## src/rtl/lab4_branch_resolve_queue_pkg.sv

```systemverilog
// Shared types and helpers for the branch resolve queue slice.
package lab4_branch_pkg;

  typedef struct packed {
    logic [31:0] pc;
    logic        pred_taken;
  } resolve_entry_t;

  typedef enum logic {
    ST_IDLE   = 1'b0,
    ST_UPDATE = 1'b1
  } resolve_state_t;

  localparam int DEPTH_DEF    = 32'sd4;
  localparam int PHT_SIZE_DEF = 32'sd2048;

  // Elaboration-time sanity check for power-of-two sizes.
  function automatic logic is_pow2_ge2(input int n);
    return (n >= 32'sd2) && ((n & (n - 32'sd1)) == 32'sd0);
  endfunction

  // A mispredict is any disagreement between prediction and outcome.
  function automatic logic mispredict_of(input resolve_entry_t e, input logic taken);
    return e.pred_taken ^ taken;
  endfunction

endpackage

```

## src/rtl/lab4_branch_resolve_queue_if.sv

```systemverilog
// Fetch/execute/PHT side bundle of the branch resolve queue.
// master: the pipeline driving predictions, outcomes and PHT saturation flags.
// slave:  the resolve queue itself.
interface lab4_branch_resolve_queue_if;
  logic        pred_val;
  logic        pred_rdy;
  logic [31:0] pred_pc;
  logic        pred_taken;
  logic        resolve_val;
  logic        resolve_rdy;
  logic        resolve_taken;
  logic        flush;
  logic        upd_val;
  logic [31:0] upd_pc;
  logic        upd_increment;
  logic        upd_decrement;
  logic        entry_upper_reached;
  logic        entry_lower_reached;
  logic        mispredict;

  modport master (
    output pred_val, pred_pc, pred_taken, resolve_val, resolve_taken, flush,
           entry_upper_reached, entry_lower_reached,
    input  pred_rdy, resolve_rdy, upd_val, upd_pc, upd_increment, upd_decrement,
           mispredict
  );

  modport slave (
    input  pred_val, pred_pc, pred_taken, resolve_val, resolve_taken, flush,
           entry_upper_reached, entry_lower_reached,
    output pred_rdy, resolve_rdy, upd_val, upd_pc, upd_increment, upd_decrement,
           mispredict
  );
endinterface

```

## src/rtl/lab4_branch_resolve_queue_fifo.sv

```systemverilog
// In-order FIFO of in-flight branch predictions.
// Pointers carry one extra wrap bit so full and empty are distinguishable.
module lab4_branch_resolve_fifo
  import lab4_branch_pkg::*;
#(
  parameter int DEPTH = DEPTH_DEF
) (
  input  logic           clk,
  input  logic           reset,
  input  logic           enq,
  input  resolve_entry_t enq_data,
  input  logic           deq,
  input  logic           flush,
  output logic           full,
  output logic           empty,
  output resolve_entry_t head
);

  localparam int AW = $clog2(DEPTH);
  localparam int PW = AW + 1;

  logic [PW-1:0]  wr_ptr_r;
  logic [PW-1:0]  rd_ptr_r;
  resolve_entry_t mem_r [DEPTH];
  logic           do_enq_s;
  logic           do_deq_s;

  assign full     = (wr_ptr_r[PW-1] != rd_ptr_r[PW-1]) && (wr_ptr_r[AW-1:0] == rd_ptr_r[AW-1:0]);
  assign empty    = (wr_ptr_r == rd_ptr_r);
  assign head     = mem_r[rd_ptr_r[AW-1:0]];
  assign do_enq_s = enq && !full && !flush;
  assign do_deq_s = deq && !empty && !flush;

  // Advance pointers; flush discards everything by collapsing both pointers.
  always_ff @(posedge clk or negedge reset) begin
    if (!reset) begin
      wr_ptr_r <= '0;
      rd_ptr_r <= '0;
    end else if (flush) begin
      wr_ptr_r <= '0;
      rd_ptr_r <= '0;
    end else begin
      if (do_enq_s) wr_ptr_r <= wr_ptr_r + PW'(1'b1);
      if (do_deq_s) rd_ptr_r <= rd_ptr_r + PW'(1'b1);
    end
  end

  // Slot storage, written at the tail on enqueue.
  always_ff @(posedge clk or negedge reset) begin
    if (!reset) begin
      for (int i = 0; i < DEPTH; i++) mem_r[i] <= '0;
    end else if (do_enq_s) begin
      mem_r[wr_ptr_r[AW-1:0]] <= enq_data;
    end
  end

endmodule

```

## src/rtl/lab4_branch_resolve_queue.sv

```systemverilog
// In-flight branch tracker and PHT update stage.
// Optional feature macro: BRANCH_STATS_EN adds stat_branches / stat_mispredicts counters.
module lab4_branch_resolve_queue
  import lab4_branch_pkg::*;
#(
  parameter int DEPTH    = DEPTH_DEF,
  parameter int PHT_size = PHT_SIZE_DEF
) (
  input  logic        clk,
  input  logic        reset,
  lab4_branch_resolve_queue_if.slave bus
`ifdef BRANCH_STATS_EN
  ,
  output logic [31:0] stat_branches,
  output logic [31:0] stat_mispredicts
`endif
);

  if (!is_pow2_ge2(DEPTH)) begin : g_depth_chk
    $error("DEPTH must be a power of two and at least 2");
  end
  if (!is_pow2_ge2(PHT_size)) begin : g_pht_chk
    $error("PHT_size must be a power of two and at least 2");
  end

  resolve_state_t state_r;
  logic           upd_val_r;
  logic [31:0]    upd_pc_r;
  logic           taken_r;
  logic           mispredict_r;
  logic           full_s;
  logic           empty_s;
  resolve_entry_t head_s;
  resolve_entry_t enq_data_s;
  logic           pred_rdy_s;
  logic           resolve_rdy_s;
  logic           enq_s;
  logic           deq_s;

  // Ready signals are gated by reset so they drop immediately on assertion.
  assign pred_rdy_s    = reset && !full_s && !bus.flush;
  assign resolve_rdy_s = reset && !empty_s && (state_r == ST_IDLE) && !bus.flush;
  assign enq_s         = bus.pred_val && pred_rdy_s;
  assign deq_s         = bus.resolve_val && resolve_rdy_s;
  assign enq_data_s    = '{pc: bus.pred_pc, pred_taken: bus.pred_taken};

  lab4_branch_resolve_fifo #(.DEPTH(DEPTH)) u_fifo (
    .clk      (clk),
    .reset    (reset),
    .enq      (enq_s),
    .enq_data (enq_data_s),
    .deq      (deq_s),
    .flush    (bus.flush),
    .full     (full_s),
    .empty    (empty_s),
    .head     (head_s)
  );

  // Resolve FSM: latch the head outcome on fire, present a one-cycle PHT update.
  always_ff @(posedge clk or negedge reset) begin
    if (!reset) begin
      state_r      <= ST_IDLE;
      upd_val_r    <= 1'b0;
      upd_pc_r     <= 32'h0000_0000;
      taken_r      <= 1'b0;
      mispredict_r <= 1'b0;
    end else begin
      case (state_r)
        ST_IDLE: begin
          if (deq_s) begin
            state_r      <= ST_UPDATE;
            upd_val_r    <= 1'b1;
            upd_pc_r     <= head_s.pc;
            taken_r      <= bus.resolve_taken;
            mispredict_r <= mispredict_of(head_s, bus.resolve_taken);
          end else begin
            state_r      <= ST_IDLE;
            upd_val_r    <= 1'b0;
            upd_pc_r     <= 32'h0000_0000;
            taken_r      <= 1'b0;
            mispredict_r <= 1'b0;
          end
        end
        ST_UPDATE: begin
          state_r      <= ST_IDLE;
          upd_val_r    <= 1'b0;
          upd_pc_r     <= 32'h0000_0000;
          taken_r      <= 1'b0;
          mispredict_r <= 1'b0;
        end
        default: begin
          state_r      <= ST_IDLE;
          upd_val_r    <= 1'b0;
          upd_pc_r     <= 32'h0000_0000;
          taken_r      <= 1'b0;
          mispredict_r <= 1'b0;
        end
      endcase
    end
  end

  assign bus.pred_rdy      = pred_rdy_s;
  assign bus.resolve_rdy   = resolve_rdy_s;
  assign bus.upd_val       = upd_val_r;
  assign bus.upd_pc        = upd_pc_r;
  assign bus.mispredict    = mispredict_r;
  // Saturation flags come back from the PHT for upd_pc within the same cycle.
  assign bus.upd_increment = upd_val_r && taken_r && !bus.entry_upper_reached;
  assign bus.upd_decrement = upd_val_r && !taken_r && !bus.entry_lower_reached;

`ifdef BRANCH_STATS_EN
  logic [31:0] stat_branches_r;
  logic [31:0] stat_mispredicts_r;

  // Count every update cycle and the mispredicting subset; wraps naturally.
  always_ff @(posedge clk or negedge reset) begin
    if (!reset) begin
      stat_branches_r    <= 32'h0000_0000;
      stat_mispredicts_r <= 32'h0000_0000;
    end else if (upd_val_r) begin
      stat_branches_r <= stat_branches_r + 32'd1;
      if (mispredict_r) stat_mispredicts_r <= stat_mispredicts_r + 32'd1;
    end
  end

  assign stat_branches    = stat_branches_r;
  assign stat_mispredicts = stat_mispredicts_r;
`endif

endmodule
```

## src/flat_wrapper.sv

```systemverilog
// flat-port wrapper written by rule: the top's interface ports become plain ports
module lab4_branch_resolve_queue_flat import lab4_branch_pkg::*;
#(
  parameter int DEPTH    = DEPTH_DEF,
  parameter int PHT_size = PHT_SIZE_DEF
)
  (clk, reset, bus_pred_val, bus_pred_pc, bus_pred_taken, bus_resolve_val, bus_resolve_taken, bus_flush, bus_entry_upper_reached, bus_entry_lower_reached, bus_pred_rdy, bus_resolve_rdy, bus_upd_val, bus_upd_pc, bus_upd_increment, bus_upd_decrement, bus_mispredict);
  lab4_branch_resolve_queue_if bus_i ();
  input  logic clk;
  input  logic reset;
  input wire logic [$bits(bus_i.pred_val)-1:0] bus_pred_val;
  input wire logic [$bits(bus_i.pred_pc)-1:0] bus_pred_pc;
  input wire logic [$bits(bus_i.pred_taken)-1:0] bus_pred_taken;
  input wire logic [$bits(bus_i.resolve_val)-1:0] bus_resolve_val;
  input wire logic [$bits(bus_i.resolve_taken)-1:0] bus_resolve_taken;
  input wire logic [$bits(bus_i.flush)-1:0] bus_flush;
  input wire logic [$bits(bus_i.entry_upper_reached)-1:0] bus_entry_upper_reached;
  input wire logic [$bits(bus_i.entry_lower_reached)-1:0] bus_entry_lower_reached;
  output wire logic [$bits(bus_i.pred_rdy)-1:0] bus_pred_rdy;
  output wire logic [$bits(bus_i.resolve_rdy)-1:0] bus_resolve_rdy;
  output wire logic [$bits(bus_i.upd_val)-1:0] bus_upd_val;
  output wire logic [$bits(bus_i.upd_pc)-1:0] bus_upd_pc;
  output wire logic [$bits(bus_i.upd_increment)-1:0] bus_upd_increment;
  output wire logic [$bits(bus_i.upd_decrement)-1:0] bus_upd_decrement;
  output wire logic [$bits(bus_i.mispredict)-1:0] bus_mispredict;
  assign bus_i.pred_val = bus_pred_val;
  assign bus_i.pred_pc = bus_pred_pc;
  assign bus_i.pred_taken = bus_pred_taken;
  assign bus_i.resolve_val = bus_resolve_val;
  assign bus_i.resolve_taken = bus_resolve_taken;
  assign bus_i.flush = bus_flush;
  assign bus_i.entry_upper_reached = bus_entry_upper_reached;
  assign bus_i.entry_lower_reached = bus_entry_lower_reached;
  assign bus_pred_rdy = bus_i.pred_rdy;
  assign bus_resolve_rdy = bus_i.resolve_rdy;
  assign bus_upd_val = bus_i.upd_val;
  assign bus_upd_pc = bus_i.upd_pc;
  assign bus_upd_increment = bus_i.upd_increment;
  assign bus_upd_decrement = bus_i.upd_decrement;
  assign bus_mispredict = bus_i.mispredict;
  lab4_branch_resolve_queue #(.DEPTH(DEPTH), .PHT_size(PHT_size)) u_core (.clk(clk), .reset(reset), .bus(bus_i));
endmodule
```

## config.mk

```make
export PLATFORM = sky130hd
export DESIGN_NAME = lab4_branch_resolve_queue_flat
export DESIGN_NICKNAME = d
export VERILOG_FILES = /design/src/rtl/lab4_branch_resolve_queue_pkg.sv /design/src/rtl/lab4_branch_resolve_queue_if.sv /design/src/rtl/lab4_branch_resolve_queue_fifo.sv /design/src/rtl/lab4_branch_resolve_queue.sv /design/src/flat_wrapper.sv
export SDC_FILE = /design/constraint.sdc
export NUM_CORES = 1
export LEC_CHECK = 0
export BUFFER_PORTS_ARGS = -buffer_cell sky130_fd_sc_hd__clkbuf_2
export CORE_ASPECT_RATIO = 2
export CORE_MARGIN = 2
export CORE_UTILIZATION = 64
export DETAILED_ROUTE_END_ITERATION = 8
export PLACE_DENSITY = 0.95
export RECOVER_POWER = 50
export SLEW_MARGIN = 10
export SYNTH_ARGS = -nofsm -noshare
export SYNTH_HDL_FRONTEND = slang
export SYNTH_SLANG_ARGS = --single-unit
```

## constraint.sdc

```tcl
create_clock -name clk -period 5.2 [get_ports clk]
set_clock_uncertainty 0.1 [all_clocks]
set_input_delay 1.04 -clock clk [delete_from_list [all_inputs] [get_ports clk]]
set_output_delay 1.04 -clock clk [all_outputs]
set_load 0.02 [all_outputs]
```

==> qor.txt, run 1 <==
Status = finished, violations left
Failing checks = max-capacitance violations, max-slew violations
Met3 usage = 5.14%
Nets = 567
Setup WS post-layout = 1.11 ns
Final Hold Fails = 0
Synth cell types = 31
Finish-stage setup viols = 0
Synth Register Bits = 173
Leak Pwr = 4.08 nW
Core ar. = 12100 um2
Overall routing resource usage = 26.8%
GP Congestion = 0.808
Synthesized instance count = 449
Clock transition at path regs = 0.07 ns
CP startpoint kind = register
Main area contributors after synthesis = dfrtp_1, mux2_4, mux4_2, buf_12, nor2b_1
Maxcap violations = 3
Least-Margin Pin Slew = 1.90 ns
Share of cells above drive strength 1 = 50.3%
Initial antenna violation count = 0
Commonest non-fill, non-tap cell in the layout = dfrtp_1
Core Rows = 57
Cells on Worst Hold Path = 1
DRC = 0
TNS Setup = 0 ns
Largest net degree at the start of global routing = 67
Syn Std Cell Area = 7910 um2
Post-CTS Setup Bufs = 0
Antenna viol nets, final = 0
Vias in the first global route = 4688
Grt peak-use layer = met2
Crit-path max FO = 37
M2 GR Usage = 42.2%
Worst Path Required = 5.40 ns
Hold Path Class = register to register
Filler cells = 731
RSZ-0062 raised after global routing = no
Slowest stage delay, CP = 1.63 ns
Crit path capture type = register
Synth-to-Final Area Change = 10.4%
Iter 0 DRT Violations = 243
Worst-path cell chain = xnor2_2 > a31oi_1 > and3_2 > mux2_2
Tmin final = 4.09 ns
Psw = 0.830 mW
Htree depth = 4
Num CTS Buffers = 17
R2R setup slack = 1.11 ns
Die area = 13300 um2
R2R cell count = 4
Post-DR vias/cell = 6.08
Worst vdd ir = 0.285 mV
Routed WL = 15.9 mm
CP max stage cell = dfrtp_1
Switching Fraction = 24.5%
CP delay by family, top = flip-flops
Pint = 2.56 mW
Final period util = 78.7%
Critical path class = register to register
CTS tree = yes
Sequential element share of the synthesized area = 54.7%
Most frequent cells in the layout = dfrtp_1, mux2_4, clkbuf_2
Drt first pass iters = 4
# hold bufs at CTS = 0
Crit path capture = u_core.u_fifo.mem_r[0]
Area share of the largest cell type after synthesis = 54.7%
Synth Net Count = 495
Longest Clk Path Bufs = 2
I/O Buffers = 78
Routed len/inst = 23.5 um
Chip width = 82.6 um
Worst slew margin relative to its limit = -26.4%
Post-CTS Resized = 0
First-pass GRT wire length = 26.1 mm
WP data arrival = 4.29 ns
Clock root buffer = clkbuf_16
Yosys warning total = 0
Fmax achieved = 0.244 GHz
Area of the multi-input gates = 3230 um2
Worst Path Buf+Inv = 0
Critical R2R Launch = u_core.u_fifo.rd_ptr_r[1]
Worst-Skew Late Latency = 0.43 ns
Cell Pwr Density = 388 nW/um2
Avg Synthesized Cell Area = 17.6 um2
Worst Hold Launch = u_core.u_fifo.mem_r[32]
Register area = 4330 um2
Worst setup path start = u_core.u_fifo.rd_ptr_r[1]
Overflow after GRT = 0
Met1 usage = 36.4%
Clk sinks = 173
Sequential Power Share = 48.8%
FF-to-FF End = u_core.u_fifo.mem_r[0]
CP Depth = 4
Die H = 161 um
Initial core utilization = 65.3%
Ant. Diodes = 0
Setup slack at placement = 1.77 ns
Combinational share of power = 15.0%
Final Max Slew Viols = 171
Post-synth top area cell = dfrtp_1
Detailed Place HPWL = 9.57 mm
Clock power frac = 36.2%
IO Pins = 79
Via count = 4134
[cells in the mapped netlist]
master      n
a21oi_1     1
inv_1       5
mux2i_1     2
o21ai_0     1
nand3_1     1
clkbuf_1    7
or3_1       1
ha_1        5
nor2b_1    33
buf_12     12
xor2_2      1
xnor2_1     4
nand2_1     2
nand2b_1    1
o31ai_1     1
nor3_1      2
buf_2       4
nor4bb_1    1
buf_6       5
dfrtp_1   173
a31oi_1     4
mux4_2     33
xnor2_2     1
and3_1      4
xor2_1      3
nor3b_1     1
mux2_4    120
buf_4       1
mux2_2     12
and2_1      1
nor2_1      7
[final cells by class]
| class | count | share of cell area (%) |
|---|---|---|
| Timing Repair Buffer | 82 | 4.57 |
| Clock inverter | 13 | 1.52 |
| Clock buffer | 18 | 5.03 |
| Multi-Input combinational cell | 242 | 37.0 |
| Sequential cell | 173 | 49.6 |
| Tap cell | 147 | 2.10 |
| Inverter | 5 | 0.215 |
[worst min-delay path by stage]
| stage | slack, ns | end |
|---|---|---|
| final | 0.41 | u_core.u_fifo.mem_r[32] |
| after global routing | 0.43 | u_core.u_fifo.mem_r[32] |
| after detailed placement | 0.39 | u_core.u_fifo.mem_r[54] |
| after floorplan | 0.38 | u_core.u_fifo.mem_r[33] |
| after CTS | 0.41 | u_core.u_fifo.mem_r[32] |
| after global placement | 0.38 | u_core.u_fifo.mem_r[0] |
[flip-flops by register name (all words and copies together) (netlist names)]
signal and cells:
u_core.bus.mispredict 1, u_core.bus.upd_pc 32, u_core.bus.upd_val 1, u_core.taken_r 1, u_core.u_fifo.mem_r 132, u_core.u_fifo.rd_ptr_r 3
u_core.u_fifo.wr_ptr_r 3
[power by group through the flow]
stage | clock (mW) | combinational (mW) | sequential [mW]
finish | 1.23 | 0.510 | 1.66
detailed placement | 0 | 0.507 | 1.67
floorplan | 0 | 0.399 | 1.63
global placement | 0 | 0.482 | 1.65
global route | 1.30 | 0.548 | 1.67
CTS | 1.25 | 0.517 | 1.65
[cell families (layout without fill, tap and decap cells)]
family / Yosys count / in the layout / share of synthesized area, %
buffers and inverters: 34 / 118 / 4.66
adders and majority gates: 5 / 5 / 0.791
xor gates and xnor gates: 9 / 9 / 1.19
and+or+nand+nor: 54 / 54 / 4.00
AOI/OAI and AO/OA: 7 / 7 / 0.537
DFF: 173 / 173 / 54.7
muxes: 167 / 167 / 34.1
[per-layer routing]
| layer | wire, um | up-vias |
|---|---|---|
| li1 | - | 1749 |
| met1 | 6420 | 2198 |
| met2 | 8370 | 149 |
| met3 | 700 | 38 |
| met4 | 457 | 0 |
| met5 | 0 | - |
[metrics by stage]
step | instances | utilization [%] | total power, mW | cell area (um2) | hold WS, ns
2_1_floorplan | 449 | - | 2.03 | 7910 | 0.375
3_3_place_gp | 649 | 67.6 | 2.13 | 8200 | 0.385
3_5_place_dp | 649 | 67.6 | 2.18 | 8200 | 0.389
4_1_cts | 680 | 72.3 | 3.42 | 8770 | 0.407
5_1_grt | 680 | 72.1 | 3.52 | 8740 | 0.425
6_report | 680 | 72.1 | 3.39 | 8740 | 0.405
Note: power is estimated with default switching activity, not from simulation.
==> run 2, diff against run 1 <==
--- a/config.mk
+++ b/config.mk
@@ -5,12 +5,13 @@
 export SDC_FILE = /design/constraint.sdc
 export NUM_CORES = 1
 export LEC_CHECK = 0
+export ABC_AREA = 1
 export BUFFER_PORTS_ARGS = -buffer_cell sky130_fd_sc_hd__clkbuf_2
 export CORE_ASPECT_RATIO = 2
 export CORE_MARGIN = 2
-export CORE_UTILIZATION = 64
+export CORE_UTILIZATION = 59
 export DETAILED_ROUTE_END_ITERATION = 8
-export PLACE_DENSITY = 0.95
+export PLACE_DENSITY = 0.9
 export RECOVER_POWER = 50
 export SLEW_MARGIN = 10
 export SYNTH_ARGS = -nofsm -noshare
==> constraint.sdc (replaced) <==
create_clock -name clk -period 4.1 [get_ports clk]
set_clock_uncertainty 0.1 [all_clocks]
set_input_delay 0.82 -clock clk [delete_from_list [all_inputs] [get_ports clk]]
set_output_delay 0.82 -clock clk [all_outputs]
set_load 0.02 [all_outputs]
==> run 2 against run 1 <==
  * The run now ends clean
  * Area after synthesis decreased by 4.8%
  * Global-route usage increased by 3.0 points
  * First-iteration DRC count increased to 3.4 times the previous value
  * Clock-buffer cell count decreased by 1
  * Core utilization decreased by 4.8 points
  * Clock power increased by 37%
  * Register-to-register slack improved by 0.04 ns
  * Combinational power increased by 33%
  * Design area decreased by 3.4%
==> qor.txt, run 2 <==
Most frequent cells in the layout = nand2_1, dfrtp_1, nor2_1
Worst-Skew Late Latency = 0.43 ns
Asr flop ratio synth = 100%
Post-DR vias/cell = 5.77
Setup slack at placement = 1.05 ns
Slowest stage delay, CP = 0.96 ns
Via count = 6623
Leak Pwr = 4.50 nW
R2R setup slack = 1.15 ns
Antenna viol nets, final = 0
Combinational share of power = 15.2%
Overall routing resource usage = 29.8%
Clock root buffer = clkbuf_16
Least-Margin Pin Slew = 1.33 ns
Core ar. = 12600 um2
CP startpoint kind = input pin
Top reg by flops = u_core.u_fifo.mem_r
Synth-to-Final Area Change = 12.0%
Setup WS post-layout = 1.13 ns
First-pass GRT wire length = 32.2 mm
Vias in the first global route = 6596
Clock transition at path regs = 0.07 ns
Maxcap violations = 0
Crit path capture type = register
Final Cell Area = 8440 um2
Worst vdd ir = 0.357 mV
Register area = 4330 um2
Commonest non-fill, non-tap cell in the layout = nand2_1
Sequential Power Share = 47.3%
Number of enable flip-flop cells after synthesis = 0
Placed Area = 7900 um2
Clk sinks = 173
Num CTS Buffers = 17
Area of the multi-input gates = 2830 um2
Finish-stage setup viols = 0
DRC = 0
Cell Pwr Density = 529 nW/um2
Drt first pass iters = 5
Final Hold Fails = 0
Worst-path cell chain = buf_6 > inv_1 > nor3_1 > nand3_1 > clkbuf_1 > a21oi_1
Clock power frac = 37.5%
Synthesized instance count = 927
Top cells by count, synth = nand2_1, dfrtp_1, nor2_1, o21ai_0, a21oi_1
Max reg flops = 132
Fin cells = 1147
Hold Path Class = input pin to async pin
# hold bufs at CTS = 0
Synth Net Count = 973
Routed len/inst = 17.4 um
Critical R2R Launch = u_core.u_fifo.wr_ptr_r[0]
GP Congestion = 0.918
Main area contributors after synthesis = dfrtp_1, nand2_1, nor2_1, o21ai_0, a21oi_1
Post-synth top area cell = dfrtp_1
Pint = 3.16 mW
Share of cells above drive strength 1 = 9.13%
Area share of the largest cell type after synthesis = 57.4%
TNS Setup = 0 ns
Tot Pwr = 4.47 mW
Overflow after GRT = 0
Psw = 1.31 mW
Die H = 164 um
Routed WL = 19.9 mm
Nets = 1030
Detailed Place HPWL = 10.8 mm
Final period util = 72.4%
Post-CTS Resized = 0
Post-CTS Setup Bufs = 0
IO Pins = 79
Placed cells = 1115
Switching Fraction = 29.2%
Tmin final = 2.97 ns
CP delay by family, top = simple AND/OR/NAND/NOR gates
Worst setup path start = reset
Most common cell in the synthesized netlist = nand2_1
Crit-path max FO = 30
FF-to-FF End = u_core.bus.upd_pc[18]
Longest Clk Path Bufs = 2
Worst Path Required = 4.34 ns
R2R cell count = 5
Worst Path Buf+Inv = 3
RSZ-0062 raised after global routing = no
WP data arrival = 3.21 ns
Core Rows = 58
Ant. Diodes = 0
CP max stage cell = nand3_1
Chip width = 83.9 um
Yosys warning total = 0
Status = complete, no violations
Die area = 13700 um2
Initial antenna violation count = 0
Avg Synthesized Cell Area = 8.13 um2
Synth cell types = 22
Sequential element share of the synthesized area = 57.4%
Critical path class = input pin to register
Filler cells = 966
CTS tree = yes
Syn Std Cell Area = 7540 um2
Ys flop type = dfrtp_1
Htree depth = 4
Largest net degree at the start of global routing = 80
Final Max Slew Viols = 0
Fmax achieved = 0.337 GHz
I/O Buffers = 78
Worst slew margin relative to its limit = 10.8%
Iter 0 DRT Violations = 823
Initial core utilization = 60.0%
Synth Register Bits = 173
-- run 2: cell types whose count changed after synthesis, moves of 33 or more --
cell | before | now
nor2b_1 | 33 | 0
mux4_2 | 33 | 0
nand2_1 | 2 | 424
nor2_1 | 7 | 135
o21ai_0 | 1 | 65
mux2_4 | 120 | 0
-- run 2: worst max-delay path by stage --
stage	cells after the start	to	slack (ns)
floorplan	4	bus_pred_rdy	1.77
global placement	3	u_core.u_fifo.rd_ptr_r[0]	1.09
detailed placement	3	u_core.u_fifo.rd_ptr_r[0]	1.05
CTS	6	bus_pred_rdy	1.27
global route	6	u_core.bus.upd_pc[18]	0.95
finish	6	u_core.bus.upd_pc[18]	1.13
-- run 2: area by class of cell --
cell class	count	area share [%]
timing repair buffer	88	5.01
clock buffer	17	5.04
sequential	173	51.3
tap	150	2.22
inverter	16	0.711
clock inverter	15	2.18
multi-input combinational	688	33.6
-- run 2: power groups by stage --
stage / Sequential, mW / Combinational, mW / Clock [mW]
4_1_cts: 2.11 / 0.680 / 1.68
6_report: 2.11 / 0.678 / 1.68
5_1_grt: 2.14 / 0.774 / 1.74
2_1_floorplan: 2.11 / 0.455 / 0
3_3_place_gp: 2.12 / 0.634 / 0
3_5_place_dp: 2.13 / 0.659 / 0
-- run 2: stage by stage --
step                util (%)  hold WS (ns)
floorplan                  -         0.344
finish                  67.3         0.143
detailed placement      62.9         0.360
global route            67.3         0.163
CTS                     67.8         0.150
global placement        62.9         0.356
-- run 2: worst reg2reg max path: stages, from the launching register on --
cell	delay, ns
dfrtp_1	0.47
xnor2_1	0.31
nand3_1	0.19
nand3_1	0.96
clkbuf_1	0.61
a21oi_1	0.16
-- run 2: cell families after synthesis --
family                   synth area share [%]
AND/OR/NAND/NOR                          30.0
XOR/XNOR                                0.465
AO/OA/AOI/OAI                            6.44
buffers and inverters                    4.80
adder cells (fa/ha/maj)                 0.830
flip-flops                               57.4
-- run 2: per-layer routing --
| metal | track usage, % | vias up | wire length (um) |
|---|---|---|---|
| li1 | - | 2980 | - |
| met2 | 51.1 | 390 | 10300 |
| met5 | 0 | - | 0 |
| met3 | 4.37 | 86 | 1560 |
| met1 | 36.1 | 3167 | 7070 |
| met4 | 16.7 | 0 | 967 |
==> run 3, diff against run 2 <==
==> constraint.sdc (replaced) <==
create_clock -name clk -period 3 [get_ports clk]
set_clock_uncertainty 0.1 [all_clocks]
set_input_delay 0.6 -clock clk [delete_from_list [all_inputs] [get_ports clk]]
set_output_delay 0.6 -clock clk [all_outputs]
set_load 0.02 [all_outputs]
==> run 3 against run 2 <==
  * Clock power grew 23%
  * Global-route usage decreased by 0.62 points
  * First-iteration DRC count is 23% lower
  * Die area stayed put
  * Sequential share of layout area decreased by 0.70 points
  * Via count shrank 0.89%
  * Sequential cell count did not move
  * Combinational power is 38% higher
  * Design area is 1.4% higher
  * Worst hold slack improved by 0.14 ns
  * Critical path type is now register to output pin
  * Highest routed layer unchanged
==> qor.txt, run 3 (synthesis results as in run 2) <==
Max reg flops = 132
Top reg by flops = u_core.u_fifo.mem_r
CP startpoint kind = register
Chip width = 83.9 um
Hold Path Class = input pin to register
Initial core utilization = 60.0%
Crit-path max FO = 6
Nets = 1040
Via count = 6564
Routed len/inst = 16.4 um
DRC = 0
Core Rows = 58
Setup WS post-layout = 0.476 ns
Core ar. = 12600 um2
Most frequent cells in the layout = nand2_1, dfrtp_1, nor2_1
# hold bufs at CTS = 0
WP data arrival = 1.82 ns
Least-Margin Pin Slew = 0.889 ns
Die area = 13700 um2
Clock transition at path regs = 0.07 ns
Overflow after GRT = 0
Setup slack at placement = 0.855 ns
Initial antenna violation count = 0
CTS tree = yes
Met3 usage = 5.43%
Ant. Diodes = 0
IO Pins = 79
Clk sinks = 173
Final Hold Fails = 0
Longest Clk Path Bufs = 2
Crit path capture type = output pin
Grt peak-use layer = met2
GP Congestion = 0.921
Maxcap violations = 0
Final Max Slew Viols = 0
Largest net degree at the start of global routing = 174
Leak Pwr = 4.60 nW
Htree depth = 4
CP max stage cell = dfrtp_1
Share of cells above drive strength 1 = 11.8%
Final period util = 84.1%
Worst vdd ir = 0.500 mV
Finish-stage setup viols = 0
I/O Buffers = 78
Clock root buffer = clkbuf_16
RSZ-0062 raised after global routing = no
Worst-Skew Late Latency = 0.43 ns
Routed WL = 19.0 mm
Cell Pwr Density = 689 nW/um2
Drt first pass iters = 8
Synth-to-Final Area Change = 13.6%
Antenna viol nets, final = 0
Worst slew margin relative to its limit = 40.7%
Detailed Place HPWL = 11.4 mm
Worst Path Required = 2.30 ns
Overall routing resource usage = 29.2%
Post-DR vias/cell = 5.68
Tmin final = 2.52 ns
Filler cells = 960
First-pass GRT wire length = 31.7 mm
Fmax achieved = 0.396 GHz
Num CTS Buffers = 17
Commonest non-fill, non-tap cell in the layout = nand2_1
Critical path class = register to output pin
TNS Setup = 0 ns
Die H = 164 um
Iter 0 DRT Violations = 637
M2 GR Usage = 51.3%
Worst-path cell chain = xnor2_1 > nand3_1 > nand2_1 > inv_1 > clkbuf_2
Met1 usage = 32.2%
Vias in the first global route = 6768
Post-CTS Setup Bufs = 0
Status = complete, no violations
Post-CTS Resized = 0
Slowest stage delay, CP = 0.47 ns
## run 3: cell count changes in the layout (fill, tap and decap cells not counted), sizes merged
| cell | before | now |
|---|---|---|
| buf | 10 | 20 |
| clkinv | 4 | 6 |
| bufinv | 3 | 1 |
| clkinvlp | 3 | 4 |
| inv | 21 | 19 |
## run 3: path summary, 6_finish.rpt
path                                           start                        end  slack (ns)  cells after the start
max                        u_core.u_fifo.wr_ptr_r[0]               bus_pred_rdy        0.48                      5
min                                bus_resolve_taken             u_core.taken_r        0.29                      3
max reg2reg                u_core.u_fifo.wr_ptr_r[1]    u_core.u_fifo.mem_r[84]        0.84                      9
min reg2reg                  u_core.u_fifo.mem_r[28]    u_core.u_fifo.mem_r[28]        0.37                      2
max in group asynchronous                      reset  u_core.u_fifo.rd_ptr_r[0]        1.77                      2
min in group asynchronous                      reset      u_core.bus.upd_pc[25]        0.34                      2
## run 3: power breakdown
group	internal (mW)	switching [mW]	total, mW	leakage (nW)
clock network	1.14	0.928	2.06	0.261
registers	2.69	0.205	2.90	2.31
logic	0.326	0.610	0.935	2.03
## run 3: per-layer routing
metal	up-vias	routed length, um
met5	-	0
met4	0	845
met3	89	1360
met2	354	10200
met1	3128	6540
li1	2993	-
## run 3: area by class of cell
cell class	count	area [um2]	area share, %
tap	150	188	2.19
sequential	173	4330	50.6
clock buffer	17	425	4.97
inverter	16	60.1	0.701
multi-input combinational	688	2850	33.2
clock inverter	14	120	1.40
timing repair buffer	98	592	6.91
## run 3: critical path, delay by kind of cell, from the launching register on
kind	cells	cell delay (ns)
AND/OR/NAND/NOR	2	0.44
XOR/XNOR	1	0.24
flip-flops	1	0.47
buffers and inverters	2	0.25
## run 3: per-stage QoR
stage / hold WS, ns / area, um2 / util (%) / std cells / total power, mW
finish: 0.286 / 8560 / 68.2 / 1156 / 5.90
global route: 0.314 / 8560 / 68.2 / 1156 / 6.16
CTS: 0.287 / 8600 / 68.5 / 1156 / 5.89
detailed placement: 0.360 / 8050 / 64.1 / 1125 / 3.82
global placement: 0.356 / 8050 / 64.1 / 1125 / 3.78
floorplan: 0.204 / 7540 / - / 927 / 3.51
